===== src/rtl/seg_pkg.sv =====
// Shared types and helpers for the 7-segment scanner.
package seg_pkg;

   localparam int NDIG = 8;

   typedef logic [7:0] seg_t;
   typedef seg_t seg_bank_t [NDIG];

   // Digit index to one-hot digit enable.
   function automatic seg_t dig_onehot(input logic [2:0] idx);
      return seg_t'(8'h01 << idx);
   endfunction

endpackage


===== src/rtl/slot_timer.sv =====
// Digit-slot timer: a position counter that runs 0..DIV-1 inside each digit
// slot. It reports the last clock of the slot and whether the next clock
// falls in the show phase, so that the scanner can register its outputs in
// step with the counter.
module slot_timer #(
   parameter int DIV   = 1000,
   parameter int BLANK = 16,
   parameter int CW    = (DIV > 1) ? $clog2(DIV) : 1
) (
   input  logic clk,
   input  logic rst_n,
   output logic slot_end,
   output logic show_nxt
);

   localparam logic [CW-1:0] LAST = CW'(DIV - 1);

   logic [CW-1:0] cnt;
   logic [CW-1:0] cnt_nxt;

   assign slot_end = (cnt == LAST);
   assign cnt_nxt  = slot_end ? '0 : cnt + CW'(1);

   // Slot position counter; wraps on the last clock of the slot.
   always_ff @(posedge clk or negedge rst_n) begin
      if (!rst_n) begin
         cnt <= '0;
      end else begin
         cnt <= cnt_nxt;
      end
   end

   // With no blanking every clock of the slot shows the digit; the compare is
   // kept out of that case so it is never a constant-true unsigned compare.
   if (BLANK == 0) begin : g_no_blank
      assign show_nxt = 1'b1;
   end else begin : g_blank
      localparam logic [CW-1:0] BL = CW'(BLANK);
      assign show_nxt = (cnt_nxt >= BL);
   end

endmodule


===== src/rtl/seg_scanner.sv =====
// Time-multiplexed 7-segment driver. Snapshots the eight segment patterns and
// the select word once per frame, then scans digits 0..7 with a blanking gap
// at the start of each digit slot. All LED outputs are registered and line up
// with the scan position of the cycle they appear in.
module seg_scanner
   import seg_pkg::*;
#(
   parameter int DIV   = 1000,
   parameter int BLANK = 16
) (
   input  logic       clk,
   input  logic       rst_n,
   input  logic [7:0] seg_a,
   input  logic [7:0] seg_b,
   input  logic [7:0] seg_c,
   input  logic [7:0] seg_d,
   input  logic [7:0] seg_e,
   input  logic [7:0] seg_f,
   input  logic [7:0] seg_g,
   input  logic [7:0] seg_h,
   input  logic [7:0] controll,
   output logic [7:0] led_seg,
   output logic [7:0] led_dig,
   output logic [7:0] led_sel,
   output logic       frame_done
);

   logic       slot_end;
   logic       show_nxt;
   logic       started;
   logic       take;
   logic [2:0] idx;
   logic [2:0] idx_nxt;
   seg_bank_t  snap;
   seg_bank_t  bank_in;
   seg_t       seg_src;

   slot_timer #(
      .DIV   (DIV),
      .BLANK (BLANK)
   ) u_slot_timer (
      .clk      (clk),
      .rst_n    (rst_n),
      .slot_end (slot_end),
      .show_nxt (show_nxt)
   );

   assign bank_in = '{seg_a, seg_b, seg_c, seg_d, seg_e, seg_f, seg_g, seg_h};

   // Capture on the first edge after reset and on the last clock of digit 7.
   assign take    = !started || ((idx == 3'd7) && slot_end);
   assign idx_nxt = slot_end ? idx + 3'd1 : idx;

   // On a capture edge the snapshot is being loaded in the same edge, so the
   // first digit of the new frame (visible at once when BLANK is 0) must come
   // straight from the inputs.
   assign seg_src = take ? bank_in[idx_nxt] : snap[idx_nxt];

   // Digit index, first-edge flag and the per-frame snapshot bank.
   always_ff @(posedge clk or negedge rst_n) begin
      if (!rst_n) begin
         idx     <= '0;
         started <= 1'b0;
         snap    <= '{default: '0};
         led_sel <= '0;
      end else begin
         idx     <= idx_nxt;
         started <= 1'b1;
         if (take) begin
            snap    <= bank_in;
            led_sel <= controll;
         end
      end
   end

   // LED pin flops, loaded with the values for the next scan position.
   always_ff @(posedge clk or negedge rst_n) begin
      if (!rst_n) begin
         led_dig    <= '0;
         led_seg    <= '0;
         frame_done <= 1'b0;
      end else begin
         led_dig    <= show_nxt ? dig_onehot(idx_nxt) : '0;
         led_seg    <= show_nxt ? seg_src : '0;
         frame_done <= (idx == 3'd7) && slot_end;
      end
   end

endmodule


===== config.mk =====
export PLATFORM = sky130hd
export DESIGN_NAME = seg_scanner
export DESIGN_NICKNAME = d
export VERILOG_FILES = /design/src/rtl/seg_pkg.sv /design/src/rtl/slot_timer.sv /design/src/rtl/seg_scanner.sv
export SDC_FILE = /design/constraint.sdc
export NUM_CORES = 1
export LEC_CHECK = 0
export CAP_MARGIN = 0
export CORE_AREA = 2 2 84 167
export DETAILED_ROUTE_END_ITERATION = 12
export DIE_AREA = 0 0 86 169
export PLACE_DENSITY = 0.72
export SYNTH_ARGS = -nofsm -noshare
export SYNTH_HDL_FRONTEND = slang
export SYNTH_SLANG_ARGS = --single-unit

===== constraint.sdc =====
create_clock -name clk -period 3.34 [get_ports clk]
set_clock_uncertainty 0.1 [all_clocks]
set_input_delay 0.835 -clock clk [delete_from_list [all_inputs] [get_ports clk]]
set_output_delay 0.835 -clock clk [all_outputs]
set_load 0.005 [all_outputs]

### After elaboration in Yosys (flattened, before gate mapping)

Cells that the tools add are included.

| word-level totals | value |
|---|---|
| flip-flop bits (word level) | 103 |
| logic and storage cells | 37 |
| output and inout bits | 25 |
| input bits | 74 |

| operators by class | value |
|---|---|
| muxes and demuxes | 11 |
| bitwise operators | 1 |
| add/subtract/negate cells | 2 |
| shift-type cells | 1 |
| eq/ne operators | 2 |
| reduce and logical (&&, ||, !) cells | 3 |
| $lt $le $gt $ge | 2 |

Operators by type and width:

| kind | count |
|---|---|
| 8-bit 2-to-1 mux | 7 |
| 8-bit binary-select mux with 3-bit select | 2 |
| 10-bit by 1-bit adder with 10-bit output, second input constant | 1 |
| 10-bit == test, second input constant | 1 |
| 10-bit by 5-bit greater-or-equal comparator with 1-bit output, second input constant | 1 |
| 10-bit 2-to-1 mux | 1 |
| 1-bit by 3-bit left shift with 8-bit output, first input constant | 1 |
| 4-bit greater-or-equal comparator, second input constant | 1 |
| 3-bit inverter with 4-bit output | 1 |
| 3-bit by 1-bit adder with 3-bit output, second input constant | 1 |
| 3-bit == test, second input constant | 1 |
| 3-bit 2-to-1 mux | 1 |
| 1-bit logical AND | 1 |
| 1-bit zero test | 1 |
| 1-bit logical OR | 1 |

### Logic depth before layout (Yosys ltp)

| depth | value |
|---|---|
| depth in word-level cells | 8 |
| gate-level depth with buffers | 10 |
| mapped depth without buffers | 8 |

### Cells and area by module

A second synthesis with hierarchy kept.

| second synthesis, totals | value |
|---|---|
| cell total of the unflattened synthesis | 671 |
| area, all modules | 6292.3 µm² |

Modules (own cells, without submodules):

| module | cells each | sequential area each (µm²) | area an instance (µm²) | instances |
|---|---|---|---|---|
| seg_scanner | 615 | 2327.2 | 5745.5 | 1 |
| slot_timer | 56 | 250.2 | 546.8 | 1 |

### Least setup slack after synthesis

Ideal clock, no wire load.

| timing | value |
|---|---|
| path kind | register to register |
| start | register idx[1] |
| end | register led_seg[5] |
| data arrival time | 2168 ps |
| cell stages (with the launch flop) | 10 |
| slack | 978 ps |
| required time | 3146 ps |
| period minus slack after synthesis | 2362 ps |
| buffers on the path | 2 |
| library setup time | 94 ps |
| path through | dfrtp_1 -> ha_1 -> clkbuf_1 -> nand2b_1 -> clkbuf_1 -> o22ai_1 -> nor3_1 -> o22ai_1 -> o221a_2 -> a211oi_1 |

| on the way | value |
|---|---|
| longest elaborated chain between the ends | 8 |
| elaborated cells on any way between the ends | 14 |
| classes of those cells | 1 x add/sub; 1 x eq/ne; 9 x mux; 1 x bitwise; 2 x reduce/logical |

Ends and longest elaborated chain:

| item | RTL line | RTL |
|---|---|---|
| from (decl) | seg_scanner.sv:32 | `logic [2:0] idx;` |
| from (signal assigned) | seg_scanner.sv:67 | `idx <= idx_nxt;` |
| 3-bit by 1-bit adder with 3-bit output | seg_scanner.sv:52 | `assign idx_nxt = slot_end ? idx + 3'd1 : idx;` |
| 3-bit 2-to-1 mux | seg_scanner.sv:52 |  |
| 3-bit inverter with 4-bit output (not written as such) | seg_scanner.sv:57 | `assign seg_src = take ? bank_in[idx_nxt] : snap[idx_nxt];` |
| 8-bit binary-select mux with 3-bit select | seg_scanner.sv:57 |  |
| 8-bit 2-to-1 mux (not written as such) (2 in series) | seg_scanner.sv:57 |  |
| 8-bit 2-to-1 mux * | seg_scanner.sv:57 |  |
| 8-bit 2-to-1 mux * | seg_scanner.sv:84 | `led_seg <= show_nxt ? seg_src : '0;` |
| to (signal assigned) | seg_scanner.sv:84 |  |
| to (decl) | seg_scanner.sv:22 | `output logic [7:0] led_seg,` |

Every way passes the cells marked *; elsewhere a longest branch is shown, timed or not. The select of a mux whose other input is x is not followed.
A chain may end at the register's enable or synchronous reset.

### Final worst setup path

| timing | value |
|---|---|
| start | register idx[0] |
| end | register led_seg[4] |

The elaborated chain is that of the path after synthesis.

==> results by group <==
Run status
  • Outcome: completed

Timing
  • Fin Setup TNS: 0 ns
  • Post-layout minimum cycle time: 2.91 ns
  • Slew headroom: 48.1%
  • Tcrit/Tclk final: 87.2%
  • Max-slew violations: 0
  • Final setup fails: 0
  • RSZ-0062 raised after global routing: no
  • Slew of the pin with the lowest slew margin: 0.778 ns
  • Final worst slack: 0.426 ns
  • Final hold violations: 0
  • Fmax: 343 MHz

Routing
  • Top layer reached by signal wires: met4
  • Routed vias/inst: 5.97
  • Remaining antenna violation count: 0
  • Pre-antenna DRT Iters: 8
  • Metal3 WL: 1470 µm
  • WL met1: 7410 µm
  • Met2 wire length: 8510 µm
  • Number of DRC markers in iteration 0: 557
  • Drt drc: 0
  • Routed length per instance: 18.5 µm
  • Via Count: 5765
  • DRT Wirelength: 17900 µm

Yosys
  • Syn_nets: 801
  • Avg Cell Area, Syn: 8.14 µm²
  • Post-synth top area share: 43.8%
  • Synth area leaders: dfrtp_1, nand2_1, mux2i_1
  • Mapped Cells: 723
  • Mapped Area: 5890 µm²
  • Number of synthesized flops with an enable pin: 0
  • Ys Warns: 0
  • Yosys reg bits: 103
  • Most area-hungry cell type in the Yosys netlist: dfrtp_1
  • Fraction of registers with async set/reset: 100%
  • Post-synthesis sequential area ratio: 43.8%
  • Most used flip-flop cell after synthesis: dfrtp_1
  • Cell variety after synth: 62

Finish
  • Commonest non-fill, non-tap cell in the layout: nand2_1
  • # diodes: 0
  • Fin nets: 884
  • Design area: 7420 µm²
  • Non-filler cells, final: 966
  • # fillers: 1201
  • Most frequent cells in the layout: nand2_1, dfrtp_1, clkdlybuf4s50_1
  • Post-layout util: 55.8%
  • Share of post-route cells with drive strength above 1: 8.01%
  • Area Overhead vs Synth: 26.0%

Setup path
  • CP max FO: 13
  • Worst setup SP type: flip-flop
  • FF-to-FF path depth: 7
  • Crit path DAT: 3.06 ns
  • Critical Path RT: 3.48 ns
  • RR Endpoint: led_seg[4]$_DFF_PN0_
  • Reg-to-Reg Start: idx[0]$_DFF_PN0_
  • CP Capture Point: led_seg[4]$_DFF_PN0_
  • Reg-to-reg slack, setup: 0.43 ns
  • Crit path capture type: flip-flop
  • Crit path kind: flip-flop to flip-flop
  • Worst Setup SP: idx[0]$_DFF_PN0_

Clocking
  • Htree depth: 3
  • CTS root buf: clkbuf_16
  • Post-CTS setup repair buffer count: 0
  • Num CTS Buffers: 9
  • Post-CTS Hold Buffers: 0
  • CTS tree: built
  • CTS max path bufs: 2
  • Cts repair resizes: 0
  • Clk sinks: 103
  • Clock Latency Late Sink: 0.35 ns
  • CTS clk-pin slew, worst paths: 0.07 ns

Placement
  • Placed cell count: 950
  • Post-DP HPWL: 12600 µm
  • Gp weighted congestion: 0.988
  • Setup Slack @ Placement: 0.461 ns
  • DP Area: 7060 µm²
  • IO buf count: 98

Global routing
  • Grt ovf: 0
  • Initial antenna violation count: 0
  • Largest net degree at the start of global routing: 49
  • Vias in the first global route: 5512
  • Gr usage total: 25.0%
  • First-pass GRT wire length: 28700 µm

Floorplan
  • Die X: 86 µm
  • Initial Utilization: 44.3%
  • Die height: 169 µm
  • Num rows: 60
  • Core box area: 13300 µm²
  • Num ports: 99
  • Die ar.: 14500 µm²

Power and ir drop
  • Power Density: 407 nW/µm²
  • LEAKAGE: 0.00335 µW
  • VDD IR-drop max: 0.255 mV

Worst hold path
  • Hold Path Class: primary input to async pin

Run
  • Max Cap Viol: 0
==> final cells by class <==
class	count	area, µm²	share of cell area [%]
tap	155	194	2.62
timing repair buffer	125	1190	16.1
sequential	103	2580	34.8
inverter	7	26.3	0.354
clock inverter	5	104	1.40
clock buffer	11	253	3.41
multi-input combinational	560	3070	41.4
==> synthesized netlist by cell type (2+ instances only) <==
library cell,instances
a2111oi_0,4
a211oi_1,11
a21oi_1,17
a221oi_1,2
a22oi_1,3
a31oi_1,2
and2_1,2
and3_1,4
buf_1,6
buf_2,16
clkbuf_1,31
dfrtp_1,103
ha_1,4
inv_1,7
mux2_2,5
mux2i_1,25
nand2_1,234
nand2b_1,8
nand3_1,9
nand3_2,2
nand4_1,2
nor2_1,54
nor2b_1,7
nor3_1,26
o211a_1,4
o211ai_1,8
o21a_1,7
o21ai_0,25
o221ai_1,8
o22a_1,3
o22ai_1,39
o2bb2ai_1,6
o311a_1,2
o31ai_1,3
o41a_1,2
or2_2,3
xnor2_1,3
xor2_1,2
==> worst max-delay path, stage by stage, from the launching register on <==
cell	delay [ns]
dfrtp_2	0.40
ha_1	0.20
ha_1	0.57
nand4_1	0.58
o21ai_0	0.30
o211ai_1	0.15
o22a_1	0.22
a211oi_1	0.28
==> power by group <==
part	leakage (µW)	switching [µW]	internal (µW)
registers	0.00126	64.3	1330
logic	0.00191	180	189
clock network	0.000176	474	774
total	0.00335	718	2300
==> stage by stage <==
step / power (µW) / hold slack (ns)
finish: 3020 / 0.343
global route: 3130 / 0.384
CTS: 3030 / 0.362
detailed placement: 1790 / 0.356
global placement: 1780 / 0.351
floorplan: 1560 / 0.339
==> per-layer routing <==
| layer | GRT usage (%) | vias to the layer above |
|---|---|---|
| met5 | 0 | - |
| met4 | 9.80 | 0 |
| li1 | - | 2676 |
| met3 | 3.71 | 50 |
| met2 | 39.5 | 311 |
| met1 | 34.2 | 2728 |
==> how the worst min path moves through the flow <==
stage / startpoint / endpoint
2_1_floorplan: snap[14]$_DFFE_PN0N_ / snap[14]$_DFFE_PN0N_
3_3_place_gp: led_sel[3]$_DFFE_PN0N_ / led_sel[3]$_DFFE_PN0N_
3_5_place_dp: led_sel[3]$_DFFE_PN0N_ / led_sel[3]$_DFFE_PN0N_
4_1_cts: rst_n / led_dig[6]$_DFF_PN0_
5_1_grt: rst_n / snap[14]$_DFFE_PN0N_
6_report: rst_n / snap[14]$_DFFE_PN0N_
==> logic make-up after synthesis <==
group                    synth area share (%)
other                                  0.0637
buffers and inverters                    4.17
flip-flops                               43.8
AO/OA/AOI/OAI                            18.7
AND/OR/NAND/NOR                          26.2
XOR/XNOR                                0.744
adder cells (fa/ha/maj)                 0.850
multiplexers                             5.46
==> sequential cells by signal, summed over array words and instances (netlist names) <==
register	flops
started	1
u_slot_timer.cnt	10
led_seg	8
snap	64
frame_done	1
led_dig	8
idx	3
led_sel	8
No activity file was read; power rests on OpenSTA's default activity.
